**src/rtl/ram_mp.sv**
```systemverilog
// ram_mp: multi-port byte-enabled RAM that clears every word after reset before accepting accesses.
// Optional write-first forwarding is built when RAM_MP_BYPASS_EN is defined; otherwise reads are read-first.
module ram_mp #(
    parameter int WIDTH    = 32,
    parameter int DEPTH    = 16,
    parameter int WR_PORTS = 2,
    parameter int RD_PORTS = 2,
    parameter bit OUT_REG  = 1'b1,
    localparam int AW = $clog2(DEPTH),
    localparam int NB = WIDTH / 8
) (
    input  logic                               clk_i,
    input  logic                               rst_n_i,
    input  logic [WR_PORTS-1:0]                wr_en_i,
    input  logic [WR_PORTS-1:0][AW-1:0]        wr_addr_i,
    input  logic [WR_PORTS-1:0][WIDTH-1:0]     wr_data_i,
    input  logic [WR_PORTS-1:0][NB-1:0]        wr_byte_en_i,
    input  logic [RD_PORTS-1:0]                rd_en_i,
    input  logic [RD_PORTS-1:0][AW-1:0]        rd_addr_i,
    output logic [RD_PORTS-1:0][WIDTH-1:0]     rd_data_o,
    output logic [RD_PORTS-1:0]                rd_valid_o,
    output logic                               ready_o,
    output logic                               wr_collision_o
);

    // Handshake: no backpressure. ready_o is a level that rises once the clear is done and stays
    // high until reset; a wr_en_i/rd_en_i strobe is accepted on any rising edge where ready_o is high.
    typedef enum logic {INIT, READY} state_t;

    state_t                          state;
    logic [AW-1:0]                   clr_cnt;
    logic [WIDTH-1:0]                mem [DEPTH];
    logic [WR_PORTS-1:0]             wr_hit;
    logic                            collision;
    logic [RD_PORTS-1:0][WIDTH-1:0]  rd_word;

    function automatic logic in_range(input logic [AW-1:0] a);
        return int'(a) < DEPTH;
    endfunction

    // ready_o is the registered image of state == READY and doubles as the state observation point.
    always_ff @(posedge clk_i or negedge rst_n_i) begin
        if (!rst_n_i) begin
            state   <= INIT;
            clr_cnt <= '0;
            ready_o <= 1'b0;
        end else if (state == INIT) begin
            if (clr_cnt == AW'(DEPTH - 1)) begin
                state   <= READY;
                ready_o <= 1'b1;
            end else begin
                clr_cnt <= clr_cnt + 1'b1;
            end
        end
    end

    always_comb begin
        for (int p = 0; p < WR_PORTS; p++) begin
            wr_hit[p] = wr_en_i[p] & ready_o & in_range(wr_addr_i[p]);
        end
    end

    // Ports are applied highest index first so the lowest-index port's bytes land last and win.
    always_ff @(posedge clk_i) begin
        if (!ready_o) begin
            mem[clr_cnt] <= '0;
        end else begin
            for (int p = WR_PORTS - 1; p >= 0; p--) begin
                if (wr_hit[p]) begin
                    for (int b = 0; b < NB; b++) begin
                        if (wr_byte_en_i[p][b]) begin
                            mem[wr_addr_i[p]][8*b +: 8] <= wr_data_i[p][8*b +: 8];
                        end
                    end
                end
            end
        end
    end

    always_comb begin
        collision = 1'b0;
        for (int p = 0; p < WR_PORTS; p++) begin
            for (int q = p + 1; q < WR_PORTS; q++) begin
                if (wr_hit[p] && wr_hit[q] && (wr_addr_i[p] == wr_addr_i[q]) &&
                    |(wr_byte_en_i[p] & wr_byte_en_i[q])) begin
                    collision = 1'b1;
                end
            end
        end
    end

    always_ff @(posedge clk_i or negedge rst_n_i) begin
        if (!rst_n_i) begin
            wr_collision_o <= 1'b0;
        end else begin
            wr_collision_o <= collision;
        end
    end

    always_comb begin
        for (int r = 0; r < RD_PORTS; r++) begin
            rd_word[r] = in_range(rd_addr_i[r]) ? mem[rd_addr_i[r]] : '0;
`ifdef RAM_MP_BYPASS_EN
            for (int p = WR_PORTS - 1; p >= 0; p--) begin
                if (wr_hit[p] && (wr_addr_i[p] == rd_addr_i[r])) begin
                    for (int b = 0; b < NB; b++) begin
                        if (wr_byte_en_i[p][b]) begin
                            rd_word[r][8*b +: 8] = wr_data_i[p][8*b +: 8];
                        end
                    end
                end
            end
`endif
        end
    end

    if (OUT_REG) begin : g_out_reg
        always_ff @(posedge clk_i or negedge rst_n_i) begin
            if (!rst_n_i) begin
                rd_data_o  <= '0;
                rd_valid_o <= '0;
            end else begin
                for (int r = 0; r < RD_PORTS; r++) begin
                    rd_valid_o[r] <= rd_en_i[r] & ready_o;
                    if (rd_en_i[r] && ready_o) begin
                        rd_data_o[r] <= rd_word[r];
                    end
                end
            end
        end
    end else begin : g_out_comb
        always_comb begin
            rd_valid_o = rd_en_i & {RD_PORTS{ready_o}};
            rd_data_o  = ready_o ? rd_word : '0;
        end
    end

endmodule

```
**config.mk**
```make
export PLATFORM = sky130hd
export DESIGN_NAME = ram_mp
export DESIGN_NICKNAME = d
export VERILOG_FILES = /design/src/rtl/ram_mp.sv
export SDC_FILE = /design/constraint.sdc
export NUM_CORES = 1
export LEC_CHECK = 0
export BUFFER_PORTS_ARGS = -buffer_cell sky130_fd_sc_hd__buf_2
export CORE_AREA = 2 2 208 292
export CTS_BUF_LIST = sky130_fd_sc_hd__clkbuf_16
export CTS_CLUSTER_SIZE = 40
export DETAILED_ROUTE_END_ITERATION = 12
export DIE_AREA = 0 0 210 294
export GPL_TIMING_DRIVEN = 0
export HOLD_SLACK_MARGIN = 0.08
export PLACE_DENSITY_LB_ADDON = 0.15
export SYNTH_ARGS = -nofsm -noshare
export SYNTH_HDL_FRONTEND = slang
export SYNTH_SLANG_ARGS = --single-unit
```
**constraint.sdc**
```tcl
create_clock -name clk_i -period 5.3 [get_ports clk_i]
set_clock_uncertainty 0.1 [all_clocks]
set_input_delay 0.795 -clock clk_i [delete_from_list [all_inputs] [get_ports clk_i]]
set_output_delay 0.795 -clock clk_i [all_outputs]
set_load 0.01 [all_outputs]
```
==> metrics.cfg <==
[critical_path]
path_buf_inv = 2
path_class = reg -> reg
path_cells = buf_2 -> nand2_1 -> nor2_1 -> clkbuf_1 -> nand4_1 -> nand3_1
startpoint_type = flip-flop
cp_slowest_cell = clkbuf_1
cpLargestDelayFamily = simple AND/OR/NAND/NOR gates
crit_path_end = rd_data_o[45]
reg2reg_slack_ns = 1.29
r2r-end = rd_data_o[45]
cp_num_cells = 6
critPathArrivalTime_ns = 4.48
reg2regPathDepth = 6
r2r-start = ready_o
endpoint_kind = flip-flop
max_stage_delay_ns = 1.00
crit_fanout = 10
critPathLaunch = ready_o
required_ns = 5.77

[timing]
fin_crit_ns = 4.01
slew_headroom = -0.0281
worst_pin_slew_ns = 1.54
drv_slew = 11
hold_viol = 0
period_share = 0.757
rsz0062_at_grt = false
setup_viol = 0
max_freq_ghz = 0.249
tns_ns = 0

[clocking]
clockBufferDepth = 3
cts_resized = 0
clock_latency_ns = 0.65
path_clk_slew_ns = 0.07
cts_buffers = 58
root_buffer = clkbuf_16
cts_tree = done
cts_sinks = 585
htree_levels = 2

[final_layout]
instances_no_fill = 3762
area_delta_synth_final_pct = 12.7
final_area_um2 = 38400
nNetsFinal = 3043
drive_gt1_frac = 0.332
fillers = 4589

[power_and_ir_drop]
p_leak_nw = 15.8
power_density_nw_per_um2 = 283
vdd_ir_drop_max_mv = 0.261

[flow_run]
cap_violations = 3

[placement]
portBuffers = 154
gp_congestion = 1.05
postPlaceCellArea_um2 = 36400
placed_cells = 3641
dp_hpwl_um = 96300

[grt]
grt_first_pass_wirelength_um = 190000
grt_max_degree = 44
grt_usage = 0.441
grt_overflow = 0
antenna_found_initial = 9
grt_pass1_vias = 27100

[yosys]
synthXorXnorAreaFrac = 0.00154
synthAdderAreaFrac = 0.000367
synth_area_leaders = edfxtp_1 45%, mux2_2 17%, mux2i_1 15%
ys_seq_area_frac = 0.505
async_flop_share = 0.125
synth.area.mux_share = 0.323
synth_top_area_cell = edfxtp_1
synth.cells.most_frequent = 512 x edfxtp_1, 512 x mux2i_1, 502 x mux2_2
synth-seq-cells = 585
synth_top_family_by_area = multiplexers
synth_compound_area_frac = 0.0599
synth-edff-count = 512
yosys_warnings = 0
synth_cells = 2694
synth_simple_gate_area_share = 0.0807
synth_ff_type = edfxtp_1
netlist_area_um2 = 34100
yosysUniqueCellTypes = 41
synth_area_per_cell_um2 = 12.7
syn-num-nets = 2789
synth.top_cell.area_share = 0.451

[routing]
via_per_inst = 7.20
routed_wl_um = 137000
routedWlPerCell_um = 36.5
drc = 0
vias = 27100
firstDrtPassIters = 6
drt_iter0_drc = 3375
ant_nets = 0

[worst_hold_path]
min_path_type = reg -> reg

[floorplan]
die_h_um = 294
die_area_um2 = 61700
start_util = 0.575
ios = 162
row_count = 106
core_um2 = 59300
die_w_um = 210

[status]
violations = max-capacitance violations, max-slew violations
run_status = finished, violations left

[state kept, by name, summed over array words and instances (netlist names)]
signal,flops
clr_cnt,4
mem,512
rd_data_o,64
rd_valid_o,2
ready_o,1
state,1
wr_collision_o,1
[cell type report]
class,count,area (um2),area share
clock inverters,49,337,0.00876
inverters,3,11.3,0.000293
flip-flops and latches,585,17200,0.448
diodes,8,20.0,0.000521
repair buffers,194,1150,0.0299
plain buffers,224,1000,0.0262
well taps,756,946,0.0246
multi-input cells,1882,16200,0.422
clock buffers,61,1530,0.0397
[through the flow]
step / util / hold WS, ns / total power, mW / setup slack [ns]
after CTS: 0.646 / 0.379 / 10.8 / 1.65
after global placement: 0.604 / 0.360 / 6.70 / 0.835
final: 0.648 / 0.376 / 10.9 / 1.29
after floorplan: - / 0.376 / 6.11 / 2.21
after detailed placement: 0.614 / 0.365 / 6.76 / 1.35
after global routing: 0.647 / 0.405 / 11.1 / 1.49
[cells in the final DEF, fill, tap and decap left out, types with 5 or more instances in the layout]
cell type,n
clkinv_2,13
nand2_2,12
clkbuf_1,110
buf_2,222
a22oi_1,168
mux2_2,502
clkinv_1,10
clkbuf_16,61
dfrtp_1,73
a21oi_1,43
o31ai_2,40
diode_2,8
nor3_1,6
nor2b_1,13
inv_1,17
o32ai_2,20
clkinvlp_4,7
buf_6,13
buf_1,6
nand2_1,248
nand4_1,51
mux2i_2,6
mux2_1,11
and2_0,32
nor2_4,16
nor2_1,13
clkbuf_2,34
mux2i_1,512
nand3_1,146
buf_4,30
edfxtp_1,512
nor2_2,5
and3_1,5
[metal layers]
layer,up-vias,wire (um),track usage
li1,10900,-,-
met1,13400,45800,0.505
met2,2130,60700,0.675
met3,653,17500,0.139
met4,12,13300,0.366
met5,-,80,0
[worst register-to-register path, delay by kind of cell (launching register included)]
kind          cells  cell delay (ns)
buf+inv           2             1.35
simple gates      4             1.96
flops             1             0.51
[worst min-delay path by stage]
stage | startpoint | to | slack [ns] | cells after the start
after detailed placement | rd_data_o[25] | rd_data_o[25] | 0.37 | 2
after CTS | rd_data_o[25] | rd_data_o[25] | 0.38 | 2
after global placement | rd_data_o[62] | rd_data_o[62] | 0.36 | 2
after global routing | rd_data_o[28] | rd_data_o[28] | 0.41 | 2
final | rd_data_o[63] | rd_data_o[63] | 0.38 | 2
after floorplan | state | state | 0.38 | 2
[report_power, final]
| part | switching (mW) | leakage [nW] | total, mW | internal, mW |
|---|---|---|---|---|
| Sequential | 0.0565 | 6.19 | 5.18 | 5.12 |
| Clock | 1.88 | 0.955 | 4.14 | 2.27 |
| Combinational | 1.02 | 8.62 | 1.56 | 0.535 |
[timing repair]
item | in CTS | in global routing
endpoints found under the hold margin | 24 | 0
buffers inserted | 0 | 0
hold buffers | 1 | 0
endpoints found under the setup margin | 0 | 0
[cell families after synthesis]
| kind of cell | Yosys count |
|---|---|
| AOI/OAI and AO/OA | 281 |
| xor gates and xnor gates | 6 |
| adders and majority gates | 1 |
| buffers and inverters | 227 |
| DFF | 585 |
| muxes | 1033 |
| and+or+nand+nor | 561 |
Note: power is estimated with default switching activity, not from simulation.
